## src/rtl/period_meter_pkg.sv

```systemverilog
// Shared types and helpers for the period meter: FSM state encoding,
// qualifying-edge selectors and the accumulator width rule.
package period_meter_pkg;

    // FSM encoding; the fourth code is unreachable and decodes to IDLE.
    typedef enum logic [1:0] {
        ST_IDLE    = 2'd0,
        ST_ARM     = 2'd1,
        ST_MEASURE = 2'd2
    } state_t;

    // Qualifying edge selectors for EDGE_MODE.
    localparam int EDGE_RISE = 0;
    localparam int EDGE_FALL = 1;

    // The accumulator holds up to 2^avgLog2 samples of cntW bits each,
    // so avgLog2 extra bits are enough to never overflow.
    function automatic int accWidth(input int cntW, input int avgLog2);
        return cntW + avgLog2;
    endfunction

endpackage

```

## src/rtl/period_meter_if.sv

```systemverilog
// Measurement bundle between the signal pin side and the display path.
// master: drives iSignal/iEnable, observes results. slave: the meter.
interface period_meter_if #(
    parameter int CNT_W = 14
);

    logic             iSignal;  // raw asynchronous input
    logic             iEnable;  // low forces the meter idle
    logic [CNT_W-1:0] oPeriod;  // averaged period in clocks
    logic             oValid;   // one-cycle strobe on update
    logic             oTimeout; // last result was a saturation
    logic             oBusy;    // meter is arming or measuring

    modport master (
        output iSignal,
        output iEnable,
        input  oPeriod,
        input  oValid,
        input  oTimeout,
        input  oBusy
    );

    modport slave (
        input  iSignal,
        input  iEnable,
        output oPeriod,
        output oValid,
        output oTimeout,
        output oBusy
    );

endinterface

```

## src/rtl/period_meter_edge_sync.sv

```systemverilog
// Synchroniser and edge detector for the measured signal.
// Ports: iClk, iRst (sync, active-high), iSignal (async), oEdge (pulse).
module period_meter_edge_sync
    import period_meter_pkg::*;
#(
    parameter int SYNC_STAGES = 2,
    parameter int EDGE_MODE   = EDGE_RISE
) (
    input  logic iClk,
    input  logic iRst,
    input  logic iSignal,
    output logic oEdge
);

    logic [SYNC_STAGES-1:0] syncQ;
    logic                   histQ;
    logic                   edgeNow;
    logic                   lastSample;

    assign lastSample = syncQ[SYNC_STAGES-1];

    generate
        if (EDGE_MODE == EDGE_FALL) begin : gFall
            assign edgeNow = histQ & ~lastSample;
        end else begin : gRise
            assign edgeNow = ~histQ & lastSample;
        end
    endgenerate

    // The pulse is registered so that a pin change shows up on oEdge
    // exactly SYNC_STAGES+1 cycles later, independent of EDGE_MODE.
    always_ff @(posedge iClk) begin
        if (iRst) begin
            syncQ <= '0;
            histQ <= 1'b0;
            oEdge <= 1'b0;
        end else begin
            syncQ <= {syncQ[SYNC_STAGES-2:0], iSignal};
            histQ <= lastSample;
            oEdge <= edgeNow;
        end
    end

endmodule

```

## src/rtl/period_meter.sv

```systemverilog
// Period meter: counts iClk cycles between qualifying edges, averages
// 2^AVG_LOG2 periods and saturates at SAT_VAL with a timeout flag.
// Ports: iClk, iRst (sync, active-high), bus (period_meter_if.slave).
module period_meter
    import period_meter_pkg::*;
#(
    parameter int CNT_W       = 14,
    parameter int SAT_VAL     = 10000,
    parameter int SYNC_STAGES = 2,
    parameter int AVG_LOG2    = 2,
    parameter int EDGE_MODE   = EDGE_RISE
) (
    input  logic          iClk,
    input  logic          iRst,
    period_meter_if.slave bus
);

    localparam int ACC_W = accWidth(CNT_W, AVG_LOG2);
    localparam int WIN_W = AVG_LOG2 + 1;

    localparam logic [CNT_W-1:0] SAT      = CNT_W'(SAT_VAL);
    localparam logic [CNT_W-1:0] CNT_ONE  = CNT_W'(1);
    localparam logic [WIN_W-1:0] WIN_ONE  = WIN_W'(1);
    localparam logic [WIN_W-1:0] WIN_LAST = WIN_W'((1 << AVG_LOG2) - 1);

    state_t stateQ;
    state_t stateD;

    logic [CNT_W-1:0] cntQ;
    logic [CNT_W-1:0] cntD;
    logic [ACC_W-1:0] accQ;
    logic [ACC_W-1:0] accD;
    logic [WIN_W-1:0] winQ;
    logic [WIN_W-1:0] winD;
    logic [CNT_W-1:0] periodQ;
    logic [CNT_W-1:0] periodD;
    logic             validQ;
    logic             validD;
    logic             timeoutQ;
    logic             timeoutD;

    logic             edgePulse;
    logic             satHit;
    logic [ACC_W-1:0] accSum;

    period_meter_edge_sync #(
        .SYNC_STAGES (SYNC_STAGES),
        .EDGE_MODE   (EDGE_MODE)
    ) uEdgeSync (
        .iClk    (iClk),
        .iRst    (iRst),
        .iSignal (bus.iSignal),
        .oEdge   (edgePulse)
    );

    assign satHit = (cntQ == SAT);
    assign accSum = accQ + ACC_W'(cntQ);

    always_ff @(posedge iClk) begin
        if (iRst) begin
            stateQ <= ST_IDLE;
        end else begin
            stateQ <= stateD;
        end
    end

    always_comb begin
        stateD   = stateQ;
        cntD     = cntQ;
        accD     = accQ;
        winD     = winQ;
        periodD  = periodQ;
        validD   = 1'b0;
        timeoutD = timeoutQ;

        if (!bus.iEnable) begin
            // Dropping enable abandons any partial window silently.
            stateD = ST_IDLE;
            cntD   = '0;
            accD   = '0;
            winD   = '0;
        end else begin
            unique case (stateQ)
                ST_IDLE: begin
                    stateD = ST_ARM;
                    cntD   = '0;
                    accD   = '0;
                    winD   = '0;
                end
                ST_ARM, ST_MEASURE: begin
                    if (satHit) begin
                        // Saturation beats a coincident edge.
                        stateD   = ST_ARM;
                        cntD     = '0;
                        accD     = '0;
                        winD     = '0;
                        periodD  = SAT;
                        validD   = 1'b1;
                        timeoutD = 1'b1;
                    end else if (edgePulse) begin
                        // The arming edge only starts timing.
                        stateD = ST_MEASURE;
                        cntD   = CNT_ONE;
                        if (stateQ == ST_MEASURE) begin
                            if (winQ == WIN_LAST) begin
                                periodD  = CNT_W'(accSum >> AVG_LOG2);
                                validD   = 1'b1;
                                timeoutD = 1'b0;
                                accD     = '0;
                                winD     = '0;
                            end else begin
                                accD = accSum;
                                winD = winQ + WIN_ONE;
                            end
                        end
                    end else begin
                        cntD = cntQ + CNT_ONE;
                    end
                end
                default: begin
                    stateD = ST_IDLE;
                    cntD   = '0;
                    accD   = '0;
                    winD   = '0;
                end
            endcase
        end
    end

    always_ff @(posedge iClk) begin
        if (iRst) begin
            cntQ     <= '0;
            accQ     <= '0;
            winQ     <= '0;
            periodQ  <= '0;
            validQ   <= 1'b0;
            timeoutQ <= 1'b0;
        end else begin
            cntQ     <= cntD;
            accQ     <= accD;
            winQ     <= winD;
            periodQ  <= periodD;
            validQ   <= validD;
            timeoutQ <= timeoutD;
        end
    end

    assign bus.oPeriod  = periodQ;
    assign bus.oValid   = validQ;
    assign bus.oTimeout = timeoutQ;
    assign bus.oBusy    = (stateQ == ST_ARM) || (stateQ == ST_MEASURE);

endmodule

```

## src/flat_wrapper.sv

```systemverilog
// flat-port wrapper written by rule: the top's interface ports become plain ports
module period_meter_flat import period_meter_pkg::*;
#(
    parameter int CNT_W       = 14,
    parameter int SAT_VAL     = 10000,
    parameter int SYNC_STAGES = 2,
    parameter int AVG_LOG2    = 2,
    parameter int EDGE_MODE   = EDGE_RISE
)
  (iClk, iRst, bus_iSignal, bus_iEnable, bus_oPeriod, bus_oValid, bus_oTimeout, bus_oBusy);
  period_meter_if #(.CNT_W(CNT_W)) bus_i ();
  input  logic iClk;
  input  logic iRst;
  input wire logic [$bits(bus_i.iSignal)-1:0] bus_iSignal;
  input wire logic [$bits(bus_i.iEnable)-1:0] bus_iEnable;
  output wire logic [$bits(bus_i.oPeriod)-1:0] bus_oPeriod;
  output wire logic [$bits(bus_i.oValid)-1:0] bus_oValid;
  output wire logic [$bits(bus_i.oTimeout)-1:0] bus_oTimeout;
  output wire logic [$bits(bus_i.oBusy)-1:0] bus_oBusy;
  assign bus_i.iSignal = bus_iSignal;
  assign bus_i.iEnable = bus_iEnable;
  assign bus_oPeriod = bus_i.oPeriod;
  assign bus_oValid = bus_i.oValid;
  assign bus_oTimeout = bus_i.oTimeout;
  assign bus_oBusy = bus_i.oBusy;
  period_meter #(.CNT_W(CNT_W), .SAT_VAL(SAT_VAL), .SYNC_STAGES(SYNC_STAGES), .AVG_LOG2(AVG_LOG2), .EDGE_MODE(EDGE_MODE)) u_core (.iClk(iClk), .iRst(iRst), .bus(bus_i));
endmodule
```

## config.mk

```make
export PLATFORM = sky130hd
export DESIGN_NAME = period_meter_flat
export DESIGN_NICKNAME = d
export VERILOG_FILES = /design/src/rtl/period_meter_pkg.sv /design/src/rtl/period_meter_if.sv /design/src/rtl/period_meter_edge_sync.sv /design/src/rtl/period_meter.sv /design/src/flat_wrapper.sv
export SDC_FILE = /design/constraint.sdc
export NUM_CORES = 1
export LEC_CHECK = 0
export CAP_MARGIN = 10
export CORE_MARGIN = 10
export CORE_UTILIZATION = 26
export CTS_BUF_LIST = sky130_fd_sc_hd__clkbuf_8
export DETAILED_ROUTE_END_ITERATION = 8
export GPL_TIMING_DRIVEN = 1
export PLACE_DENSITY = 0.44
export SLEW_MARGIN = 20
export SYNTH_ARGS = -nofsm -noshare
export SYNTH_HDL_FRONTEND = slang
export SYNTH_SLANG_ARGS = --single-unit
```

## constraint.sdc

```tcl
create_clock -name iClk -period 2.9 [get_ports iClk]
set_clock_uncertainty 0.2 [all_clocks]
set_input_delay 0.29 -clock iClk [delete_from_list [all_inputs] [get_ports iClk]]
set_output_delay 0.29 -clock iClk [all_outputs]
set_load 0.01 [all_outputs]
```

==> results of run 1 <==
==> sequential cells by signal, summed over array words and instances (netlist names) <==
register and count:
u_core.uEdgeSync.oEdge 1, u_core.bus.oPeriod 14, u_core.winQ 3, u_core.uEdgeSync.syncQ 2, u_core.cntQ 14, u_core.bus.oValid 1
u_core.stateQ 2, u_core.uEdgeSync.histQ 1, u_core.bus.oTimeout 1, u_core.accQ 16
==> routing by layer <==
layer | track usage [%] | vias to the layer above
li1 | - | 1271
met1 | 12.9 | 1178
met2 | 15.4 | 33
met3 | 1.74 | 16
met4 | 4.76 | 0
met5 | 0 | -
==> cell usage after synthesis (2+ instances only) <==
cell      number  area share (%)
o21ai_1        3            0.50
a22oi_1        6             1.5
and2_1         2            0.42
a211oi_1       2            0.50
and4_1         2            0.59
buf_6          4             1.5
xor2_1        11             3.2
a211o_1        2            0.59
nor2b_1        7             1.5
or3_1          6             1.3
nor3b_1        2            0.50
dfxtp_1       55              37
nand3_1       12             2.0
o41a_1         3             1.1
a21oi_1       28             4.7
a21o_1         9             2.3
nor3_1         4            0.67
and3_1         2            0.42
a32o_1         4             1.3
o21ai_0        9             1.5
inv_1         13             1.6
clkbuf_1       3            0.38
nand4_1        5             1.0
a31oi_1        4            0.84
a31o_2         4             1.2
or2_2          2            0.42
o21bai_1       3            0.75
o211ai_1       3            0.75
buf_2          4            0.67
xnor2_1        6             1.8
nor2_1        34             4.3
nand2_1       27             3.4
a32oi_1        2            0.59
a22o_1         7             2.1
ha_1          20             8.4
nor4_1         2            0.42
==> cell families (layout without fill, tap and decap cells) <==
kind of cell / count (synthesis) / after routing / share of synthesized area [%]
flip-flops: 55 / 55 / 36.9
buffers and inverters: 25 / 47 / 4.32
multiplexers: 1 / 1 / 0.335
AO/OA/AOI/OAI: 102 / 102 / 24.4
XOR/XNOR: 17 / 17 / 4.99
AND/OR/NAND/NOR: 114 / 114 / 20.0
adder cells (fa/ha/maj): 21 / 21 / 9.06
==> metrics by stage <==
stage	std cells	setup slack (ps)	util (%)
final	500	348	30.2
after global routing	500	214	30.2
after CTS	500	332	30.2
after detailed placement	492	341	29.4
after global placement	492	364	29.4
after floorplan	335	470	-
==> power groups by stage <==
stage	sequential (mW)	clock (mW)	combinational [mW]
final	0.760	0.430	0.0331
after global placement	0.777	0	0.0337
after detailed placement	0.777	0	0.0336
after floorplan	0.777	0	0.0202
after global routing	0.761	0.481	0.0373
after CTS	0.760	0.458	0.0337
==> how the worst max path moves through the flow <==
stage,start,endpoint,slack [ps],cells past startpoint
2_1_floorplan,u_core.cntQ[0],u_core.bus.oPeriod[12],470,7
6_report,u_core.cntQ[0],u_core.bus.oPeriod[8],350,7
3_3_place_gp,u_core.cntQ[0],u_core.bus.oPeriod[12],360,7
3_5_place_dp,u_core.cntQ[0],u_core.bus.oPeriod[8],340,7
4_1_cts,u_core.cntQ[0],u_core.bus.oPeriod[12],330,7
5_1_grt,u_core.cntQ[0],u_core.bus.oPeriod[8],210,7
==> cell type report <==
cell class | count | area (sq um)
fill | 1219 | 7900
multi-input combinational | 255 | 1750
sequential | 55 | 1100
timing repair buffer | 26 | 245
tap | 143 | 179
clock buffer | 5 | 68.8
inverter | 13 | 48.8
clock inverter | 3 | 21.3
==> layout by cell type, fill, tap and decap left out, drive strengths merged, types with 7 or more instances in the layout <==
cell           instances
nor2b                  7
ha                    20
a21oi                 29
nor2                  34
nand2                 27
o21ai                 12
clkdlybuf4s50         20
inv                   14
or3                    7
nand3                 12
a22o                   7
xor2                  11
dfxtp                 55
a21o                   9
==> critical path, cell delays in order, from the launching register on <==
cell and delay [ps]:
dfxtp_1 350, ha_1 230, fa_1 410, a21o_1 230
a311o_1 390, a21oi_1 230, xnor2_1 120, o41a_1 310
==> results.toml, run 1 <==
[clock_network]
clock-root-buffer = "clkbuf_8"
numCtsBuffers = 5
cts_setup_buffers = 0
ctsLongestPathBuffers = 2
clk-insertion-delay-late_ps = 310
cts_num_sinks = 55
h-tree-depth = 2
cts_tree = "built"
hold_buffers = 0
cts_resized = 0
clk_pin_slew_ps = 110

[yosys]
seq_area_frac_synth_pct = 36.9
synthFlopType = "dfxtp_1"
synth_edf_count = 0
netlist_area_sq_um = 2980
yosys_warnings = 0
ys_types = 59
postSynthCellCount = 335
ys_seq_elements = 55
avgSynthCellArea_sq_um = 8.91
synth_async_sr_flop_share_pct = 0
synth_nets = 360

[setup_path]
startpoint_type = "register"
worstReg2RegStart = "u_core.cntQ[0]"
cp.required_ps = 2910
cp_max_fo = 4
cp.arrival_ps = 2560
rr_endpoint = "u_core.bus.oPeriod[8]"
critPathCaptureType = "register"
r2r_slack_ps = 350
setup.worst_path.class = "reg -> reg"
ff2ff_path_depth = 7

[power]
p_switching_mw = 0.281
leakagePower_nw = 1.27
p_sw_share_pct = 23.0
total_power_mw = 1.22
combPwrFrac_pct = 2.7
p_clk_share_pct = 35.2
pwr-share-seq_pct = 62.1
p_per_area_nw_per_um2 = 358
p_int_mw = 0.942
ir_worst_vdd_uv = 223

[routing]
routedWlPerCell_um = 15.8
wl_met2_um = 3580
routed_wl_um = 7880
drc = 0
dr.pass1.iters = 4
vias_per_cell = 5.00
met3WireLength_um = 199
postRouteAntennaNets = 0
vias = 2498
top_layer = "met4"
drt_iter0_markers = 67
wl_met1_um = 3820

[sta]
tns_ps = 0
slew_violations = 0
final-hold-violation-count = 0
fmax_mhz = 392
fin_hold_ws_ps = 190
slew-limit-headroom_pct = 63.8
worst_pin_slew_ps = 543
fin_crit_ps = 2550
rsz0062_at_grt = "no"
setup_violations = 0
finalCritPeriodShare_pct = 88.0

[placement]
place_hpwl_um = 6060
numPortBuffers = 20
gp_congestion = 0.828
place_area_sq_um = 3330

[final_layout]
drive_gt1_share_pct = 7.56
antenna_cells = 0
fin_area_sq_um = 3420
fin_nets = 381
layout-area-overhead-vs-synth_pct = 14.5

[floorplan]
dieHeight_um = 127
initial_core_util_pct = 26.4
dieArea_sq_um = 16200
ios = 21
fp.dieW_um = 127
rows = 39
coreArea_sq_um = 11300

[grt]
grt_overflow = 0
grt_pass1_vias = 2401
grt_start_max_net_pins = 20
grt_antenna_before_repair = 0
grt_pass1_wl_um = 13000
grt_usage_pct = 9.89

[worst_hold_path]
min_path_cells = 1
min_path_type = "reg -> reg"
min_from = "u_core.uEdgeSync.histQ"
min_to = "u_core.uEdgeSync.oEdge"

[run_status]
status = "completed"

[run]
drv_cap = 0
No activity file was read; power rests on OpenSTA's default activity.
==> run 2, diff against run 1 <==
--- a/config.mk
+++ b/config.mk
@@ -5,6 +5,7 @@
 export SDC_FILE = /design/constraint.sdc
 export NUM_CORES = 1
 export LEC_CHECK = 0
+export ABC_CLOCK_PERIOD_IN_PS = 2900
 export CAP_MARGIN = 10
 export CORE_MARGIN = 10
 export CORE_UTILIZATION = 26
@@ -12,6 +13,7 @@
 export DETAILED_ROUTE_END_ITERATION = 8
 export GPL_TIMING_DRIVEN = 1
 export PLACE_DENSITY = 0.44
+export RECOVER_POWER = 100
 export SLEW_MARGIN = 20
 export SYNTH_ARGS = -nofsm -noshare
 export SYNTH_HDL_FRONTEND = slang
==> results.toml, run 2 (synthesized netlist as in run 1, its figures left out) <==
[run_status]
status = "completed"

[floorplan]
fp.dieW_um = 127
ios = 21
dieArea_sq_um = 16200
rows = 39
coreArea_sq_um = 11300
initial_core_util_pct = 26.4
dieHeight_um = 127

[sta]
setup_violations = 0
setup_slack_ps = 341
tns_ps = 0
worst_pin_slew_ps = 888
slew_violations = 0
finalCritPeriodShare_pct = 88.2
rsz0062_at_grt = "no"
fin_crit_ps = 2560
fmax_mhz = 391
final-hold-violation-count = 0
slew-limit-headroom_pct = 40.8

[clock_network]
clk_pin_slew_ps = 110
h-tree-depth = 2
ctsLongestPathBuffers = 2
cts_resized = 0
cts_tree = "built"
numCtsBuffers = 5
clk-insertion-delay-late_ps = 310
clock-root-buffer = "clkbuf_8"
cts_setup_buffers = 0
cts_num_sinks = 55
hold_buffers = 0

[placement]
place_hpwl_um = 6060
gp_congestion = 0.828
numPortBuffers = 20
place_ws_ps = 341

[final_layout]
fin_util_pct = 29.8
drive_gt1_share_pct = 5.60
fin_nets = 381
final_cell_mix = "dfxtp_1 (55), nor2_1 (34), a21oi_1 (28)"
top_register = "u_core.accQ"
antenna_cells = 0
final_common_cell = "dfxtp_1"
largest_reg_flops = 16
layout-area-overhead-vs-synth_pct = 13.2

[grt]
grt_pass1_vias = 2401
grt_antenna_before_repair = 0
grt_overflow = 0
grt_start_max_net_pins = 20
grt_usage_pct = 9.89
grt_pass1_wl_um = 13000

[run]
drv_cap = 0

[setup_path]
startpoint_type = "register"
cp.depth = 6
setup.worst_path.class = "reg -> reg"
crit_path_top_delay_cell = "dfxtp_1"
crit_chain = "ha_1 > nand2_1 > o21ai_1 > a221oi_1 > xnor2_1 > o41a_1"
critPathCaptureType = "register"
critPathBufInv = 0
path_delay_family = "compound AO/OA/AOI/OAI gates"
max_stage_delay_ps = 530
cp.arrival_ps = 2570
cp_max_fo = 7
ff2ff_path_depth = 6
cp.required_ps = 2910

[power]
leakagePower_nw = 1.31
ir_worst_vdd_uv = 222
p_per_area_nw_per_um2 = 362

[routing]
routedWlPerCell_um = 15.8
dr.pass1.iters = 6
drc = 0
routed_wl_um = 7900
postRouteAntennaNets = 0
drt_iter0_markers = 81
vias_per_cell = 5.05
vias = 2523

[worst_hold_path]
min_path_cells = 1
min_path_type = "reg -> reg"
-- run 2: changes by cell type in the layout (fill, tap and decap cells not counted) --
cell,change
a221oi_1,+1
a221oi_2,-1
and2_0,+1
and2_1,-1
buf_4,-4
clkbuf_1,+4
clkdlybuf4s50_1,-18
dlygate4sd3_1,+18
nor4bb_1,+1
nor4bb_4,-1
or3_1,+1
or3_4,-1
-- run 2: layout make-up --
class / instances / area, sq um
clock buffers: 5 / 68.8
clock inverters: 3 / 21.3
fillers: 1227 / 7940
inverters: 13 / 48.8
multi-input cells: 255 / 1730
flip-flops and latches: 55 / 1100
well taps: 143 / 179
repair buffers: 26 / 230
-- run 2: worst paths after layout --
| path | end | slack [ps] | from |
|---|---|---|---|
| min reg2reg | u_core.uEdgeSync.oEdge | 190 | u_core.uEdgeSync.histQ |
| min | u_core.uEdgeSync.oEdge | 190 | u_core.uEdgeSync.histQ |
| max | u_core.bus.oPeriod[9] | 340 | u_core.cntQ[7] |
| max reg2reg | u_core.bus.oPeriod[9] | 340 | u_core.cntQ[7] |
-- run 2: where the power goes --
part           switching, mW  internal, mW  total (mW)
combinational         0.0195        0.0117      0.0312
clock                  0.260         0.171       0.431
sequential           0.00157         0.758       0.760
total                  0.281         0.941        1.22
-- run 2: per-layer routing --
metal	wire length [um]	track usage, %	vias to the layer above
met5	0	0	-
met4	266	4.76	0
met3	286	1.74	15
met2	3580	15.4	47
met1	3770	12.9	1191
li1	-	-	1270
-- run 2: per-stage QoR --
step                      instance area [sq um]  hold WS [ps]  instances  power, mW
final                                      3380           191        500       1.22
after floorplan                            2980           167        335      0.797
after global placement                     3330           176        492      0.811
after global routing                       3380           227        500       1.28
after detailed placement                   3330           183        492      0.811
after CTS                                  3420           196        500       1.25
